==> src/rtl/hpdcache_victim_ctrl.sv <==
// Refill victim controller: reads the directory for a set, asks the replacement
// policy for a victim way, writes back a dirty victim, then responds and updates.
module hpdcache_victim_ctrl #(
  parameter int unsigned SETS = 64,
  parameter int unsigned WAYS = 4,
  localparam int unsigned S = $clog2(SETS)
) (
  input  logic            clk_i,
  input  logic            rst_ni,
  input  logic            req_valid_i,
  output logic            req_ready_o,
  input  logic [S-1:0]    req_set_i,
  output logic            dir_rd_o,
  output logic [S-1:0]    dir_rd_set_o,
  input  logic [WAYS-1:0] dir_valid_i,
  input  logic [WAYS-1:0] dir_wback_i,
  input  logic [WAYS-1:0] dir_dirty_i,
  input  logic [WAYS-1:0] dir_fetch_i,
  output logic            sel_victim_o,
  output logic [S-1:0]    sel_victim_set_o,
  output logic [WAYS-1:0] sel_dir_valid_o,
  output logic [WAYS-1:0] sel_dir_wback_o,
  output logic [WAYS-1:0] sel_dir_dirty_o,
  output logic [WAYS-1:0] sel_dir_fetch_o,
  input  logic [WAYS-1:0] sel_victim_way_i,
  output logic            updt_o,
  output logic [S-1:0]    updt_set_o,
  output logic [WAYS-1:0] updt_way_o,
  output logic            wb_valid_o,
  input  logic            wb_ready_i,
  output logic [S-1:0]    wb_set_o,
  output logic [WAYS-1:0] wb_way_o,
  output logic            rsp_valid_o,
  output logic [S-1:0]    rsp_set_o,
  output logic [WAYS-1:0] rsp_way_o,
  output logic [7:0]      retry_cnt_o
);

  typedef enum logic [2:0] {IDLE, DIR_RD, SELECT, WBACK, RESP} state_e;

  state_e          state_q, state_d;
  logic [S-1:0]    set_q, set_d;
  logic [WAYS-1:0] way_q, way_d;
  logic            dirty_q, dirty_d;
  logic [7:0]      retry_q, retry_d;

  always_comb begin
    state_d = state_q;
    set_d   = set_q;
    way_d   = way_q;
    dirty_d = dirty_q;
    retry_d = retry_q;
    case (state_q)
      IDLE: begin
        if (req_valid_i) begin
          set_d   = req_set_i;
          state_d = DIR_RD;
        end
      end
      DIR_RD: state_d = SELECT;
      SELECT: begin
        // No way available: re-read the directory, since its state may have moved on.
        if (sel_victim_way_i == '0) begin
          state_d = DIR_RD;
          if (retry_q != 8'hFF) retry_d = retry_q + 8'd1;
        end else begin
          way_d   = sel_victim_way_i;
          dirty_d = |(sel_victim_way_i & dir_valid_i & dir_dirty_i);
          state_d = dirty_d ? WBACK : RESP;
        end
      end
      WBACK: begin
        if (wb_ready_i) state_d = RESP;
      end
      RESP:    state_d = IDLE;
      default: state_d = IDLE;
    endcase
  end

  always_ff @(posedge clk_i or negedge rst_ni) begin
    if (!rst_ni) begin
      state_q <= IDLE;
      set_q   <= '0;
      way_q   <= '0;
      dirty_q <= 1'b0;
      retry_q <= 8'd0;
    end else begin
      state_q <= state_d;
      set_q   <= set_d;
      way_q   <= way_d;
      dirty_q <= dirty_d;
      retry_q <= retry_d;
    end
  end

  // Every output is decoded from registered state; data is zeroed outside its strobe.
  assign req_ready_o      = (state_q == IDLE);
  assign dir_rd_o         = (state_q == DIR_RD);
  assign dir_rd_set_o     = dir_rd_o ? set_q : '0;
  assign sel_victim_o     = (state_q == SELECT);
  assign sel_victim_set_o = sel_victim_o ? set_q : '0;
  assign sel_dir_valid_o  = sel_victim_o ? dir_valid_i : '0;
  assign sel_dir_wback_o  = sel_victim_o ? dir_wback_i : '0;
  assign sel_dir_dirty_o  = sel_victim_o ? dir_dirty_i : '0;
  assign sel_dir_fetch_o  = sel_victim_o ? dir_fetch_i : '0;
  assign wb_valid_o       = (state_q == WBACK);
  assign wb_set_o         = wb_valid_o ? set_q : '0;
  assign wb_way_o         = wb_valid_o ? way_q : '0;
  assign rsp_valid_o      = (state_q == RESP);
  assign rsp_set_o        = rsp_valid_o ? set_q : '0;
  assign rsp_way_o        = rsp_valid_o ? way_q : '0;
  assign updt_o           = rsp_valid_o;
  assign updt_set_o       = rsp_set_o;
  assign updt_way_o       = rsp_way_o;
  assign retry_cnt_o      = retry_q;

endmodule

==> config.mk <==
export PLATFORM = sky130hd
export DESIGN_NAME = hpdcache_victim_ctrl
export DESIGN_NICKNAME = d
export VERILOG_FILES = /design/src/rtl/hpdcache_victim_ctrl.sv
export SDC_FILE = /design/constraint.sdc
export NUM_CORES = 1
export LEC_CHECK = 0
export ABC_AREA = 0
export BUFFER_PORTS_ARGS = -buffer_cell sky130_fd_sc_hd__clkbuf_2
export CAP_MARGIN = 20
export CELL_PAD_IN_SITES_DETAIL_PLACEMENT = 1
export CELL_PAD_IN_SITES_GLOBAL_PLACEMENT = 1
export CORE_ASPECT_RATIO = 1.75
export CORE_MARGIN = 8
export CORE_UTILIZATION = 28
export DETAILED_ROUTE_END_ITERATION = 8
export GPL_ROUTABILITY_DRIVEN = 0
export PLACE_DENSITY_LB_ADDON = 0.25
export SYNTH_ARGS = -nofsm -noshare
export SYNTH_HDL_FRONTEND = slang
export SYNTH_SLANG_ARGS = --single-unit
==> constraint.sdc <==
create_clock -name clk_i -period 1.9 [get_ports clk_i]
set_input_delay 0.285 -clock clk_i [delete_from_list [all_inputs] [get_ports clk_i]]
set_output_delay 0.285 -clock clk_i [all_outputs]
set_load 0.1 [all_outputs]
==> flow_summary.yaml <==
power:
  power_mw: 6.386
  worst_ir_drop_vdd_mv: 1.318
  total_leakage_power_nw: 1.521
  power-per-cell-area_mw_per_mm2: 1952
grt:
  global_router_s_overall_resource_usage_pct: 15.22
  initial_antenna_violation_count: 0
  grt_pass1_vias: 1647
  grt.overflow.total: 0
  pin_count_of_the_biggest_net_entering_global_routing: 29
  grt_pass1_wl_um: 9294
clock_network:
  tritoncts: "built"
  clock_tree.htree_level_count: 1
  cts_buffers: 3
  maximum_clock_path_buffer_count: 2
  cts.root.buffer_cell: "clkbuf_8"
  number_of_hold_buffers_added_after_cts: 0
  clk_pin_slew_ns: 0.09
  clock-sinks: 21
  worstSkewPairLatency_ns: 0.27
logic_synthesis:
  synth_top_area_share_pct: 37.63
  yosys.area_share.adder_pct: 0.8961
  netlist_instances: 147
  post_synth_num_cell_types: 28
  synthMuxAreaShare_pct: 5.645
  synthArstFlopShare_pct: 100.0
  synth_area_per_cell_um2: 9.499
  synth-edff-count: 0
  largest_area_contributor_in_the_netlist: "dfrtp_1"
  postSynthRegisterBits: 21
  synth-main-ff-cell: "dfrtp_1"
  synth-seq-area-share_pct: 37.63
  syn_nets: 178
  most_instantiated_library_cell_after_synthesis: "and2_1"
  fraction_of_the_mapped_netlist_area_in_compound_gates_pct: 6.183
  synth_top_family_by_area: "simple AND/OR/NAND/NOR gates"
  synth_simple_gate_area_share_pct: 36.56
  synth_xor_xnor_area_share_pct: 4.391
  dominant_cells_by_area_after_synthesis: "dfrtp_1 38%, and2_1 22%, buf_4 5.9%, mux2_1 5.6%, xor2_1 3.8%"
  post_synth_instance_area_mm2: 0.001396
  yosysWarningCount: 0
  netlist_top_cells_count: "49 x and2_1, 21 x dfrtp_1, 11 x buf_4"
floorplan:
  placement_rows: 34
  design.portCount: 102
  floorplan.die_area_mm2: 0.007592
  floorplan.core_area_mm2: 0.004892
  die_w_um: 69.38
  initial_core_util_pct: 28.54
  fp.dieH_um: 109.4
run_status:
  failed_checks: "setup timing"
  run_status: "finished with violations"
setup_path:
  timing.critical_path.slowest_cell_delay_ns: 0.47
  worstPathArrival_ns: 1.63
  crit_buf_inv: 3
  critical_path.slowest_cell: "dfrtp_2"
  crit_path_cell_trace: "nor3b_4 -> buf_6 -> clkbuf_16 -> and2_4 -> buf_12"
  critical_path_cell_count: 5
  critical_path_class: "register to output pin"
  r2r_start: "state_q[0]"
  critPathCaptureType: "output pin"
  critPathTopFamily: "buffers and inverters"
  worst-endpoint-required_ns: 1.62
  reg2regPathDepth: 5
  crit_path_start: "state_q[0]"
  worst-path-max-fanout: 7
  cp-start-kind: "register"
final_layout:
  synthToLayoutAreaGrowth_pct: 134.3
  antennaDiodeCount: 0
  final_nets: 290
  fillerInstances: 475
  postLayoutCoreUtil_pct: 66.88
  final_layout_size_suffix_gt1_share_pct: 78.68
placed_design:
  port_buffers: 101
  estimated_wirelength_of_the_detail_placed_design_um: 4922
  placement.setup.worst_slack_ns: 0.2095
routing:
  first_pass_iters: 4
  antenna_violating_nets_remaining: 0
  overall_via_count_from_detail_route: 1544
  route.detailed.drc: 0
  number_of_drc_markers_in_iteration_0: 40
  routed_wl_um: 7167
  average_routed_wire_per_standard_cell_um: 22.97
  vias_per_cell: 4.949
timing:
  setup_viol: 6
  rsz0062_at_grt: "yes"
  layout_setup_ws_ns: -0.01343
  maxClockFrequency_mhz: 522.6
  timing_max_transition_violations_final: 0
  period_needed_ns: 1.913
  relSlewSlack_pct: 59.53
  tightestPinTransition_ns: 0.6071
  clock-skew-final_ns: 0.008745
  period_share_pct: 100.7
  finalHoldViolations: 0
flow_run:
  drv_cap: 0
min_path:
  hold_path.class: "primary input to asynchronous set/reset pin"
-- cell usage in the layout, fill, tap and decap left out, types with 4 or more instances in the layout --
cell type | netlist | routed
buf_6 | 0 | 5
and2_2 | 0 | 11
nor2_1 | 6 | 4
dfrtp_1 | 21 | 10
mux2_4 | 0 | 5
dfrtp_2 | 0 | 11
clkbuf_2 | 0 | 37
buf_12 | 0 | 64
nand3_1 | 6 | 6
buf_4 | 11 | 16
nand2_1 | 4 | 4
xor2_1 | 6 | 6
and2_4 | 0 | 37
a22o_1 | 4 | 4
-- registers in the layout, summed over array words and instances (netlist names) --
name and cells:
state_q 3, retry_cnt_o 8, set_q 6, way_q 4
-- worst paths after layout --
check | endpoint | slack [ns]
worst max-delay path | sel_victim_set_o[0] | -0.01
worst min-delay path | retry_cnt_o[2] | 0.007
worst max register to register | set_q[0] | 0.05
worst min register to register | retry_cnt_o[7] | 0.49
max in group asynchronous | retry_cnt_o[3] | 1.46
min in group clk_i | set_q[0] | 0.25
-- routing by layer --
metal	vias up	global-route usage [%]	routed length, um
met3	19	3.252	356
li1	698	-	-
met1	758	14.38	2371
met2	69	31.17	4198
met5	-	0	0
met4	0	5.007	241
-- worst reg2reg max path, delay by kind of cell, from the launching register on --
family	cells	cell delay, ns
and+or+nand+nor	2	0.61
buffers and inverters	2	0.28
muxes	1	0.37
DFF	1	0.47
-- where the power goes --
group	internal, mW	switching [mW]	leakage, nW
sequential	0.611	0.242	0.252
clock	0.147	0.171	0.0255
combinational	1.98	3.24	1.24
total	2.73	3.65	1.52
-- final cells by class --
| class | instances | area, um^2 | share of cell area, % |
|---|---|---|---|
| timing repair buffer | 124 | 1693 | 51.74 |
| multi-input combinational | 106 | 914.6 | 27.95 |
| sequential | 21 | 539.3 | 16.48 |
| tap | 54 | 67.56 | 2.065 |
| clock buffer | 3 | 41.29 | 1.262 |
| inverter | 3 | 11.26 | 0.3442 |
| clock inverter | 1 | 5.005 | 0.1530 |
-- cells by family (layout without fill, tap and decap cells) --
logic type,count (synthesis),after routing
adders and majority gates,1,1
xor gates and xnor gates,7,7
AOI/OAI and AO/OA,10,10
buffers and inverters,20,131
DFF,21,21
and+or+nand+nor,81,81
muxes,7,7
-- repair_timing --
item	in CTS	in global routing
gates cloned	0	3
endpoints found under the setup margin	53	58
gates resized for setup	5	6
setup buffers	3	13
pin swaps	2	3
-- per-stage QoR --
stage / std cells / instance area [um^2] / TNS [ns] / hold WS [ns]
after floorplan: 147 / 1698 / -1.189 / -0.01059
after global placement: 289 / 3013 / 0 / 0.2911
after detailed placement: 289 / 3013 / 0 / 0.2985
after CTS: 296 / 3095 / -0.001360 / 0.005951
after global routing: 312 / 3272 / -0.8738 / 0.04086
final: 312 / 3272 / -0.04918 / 0.007196
(Power assumes the default switching activity.)
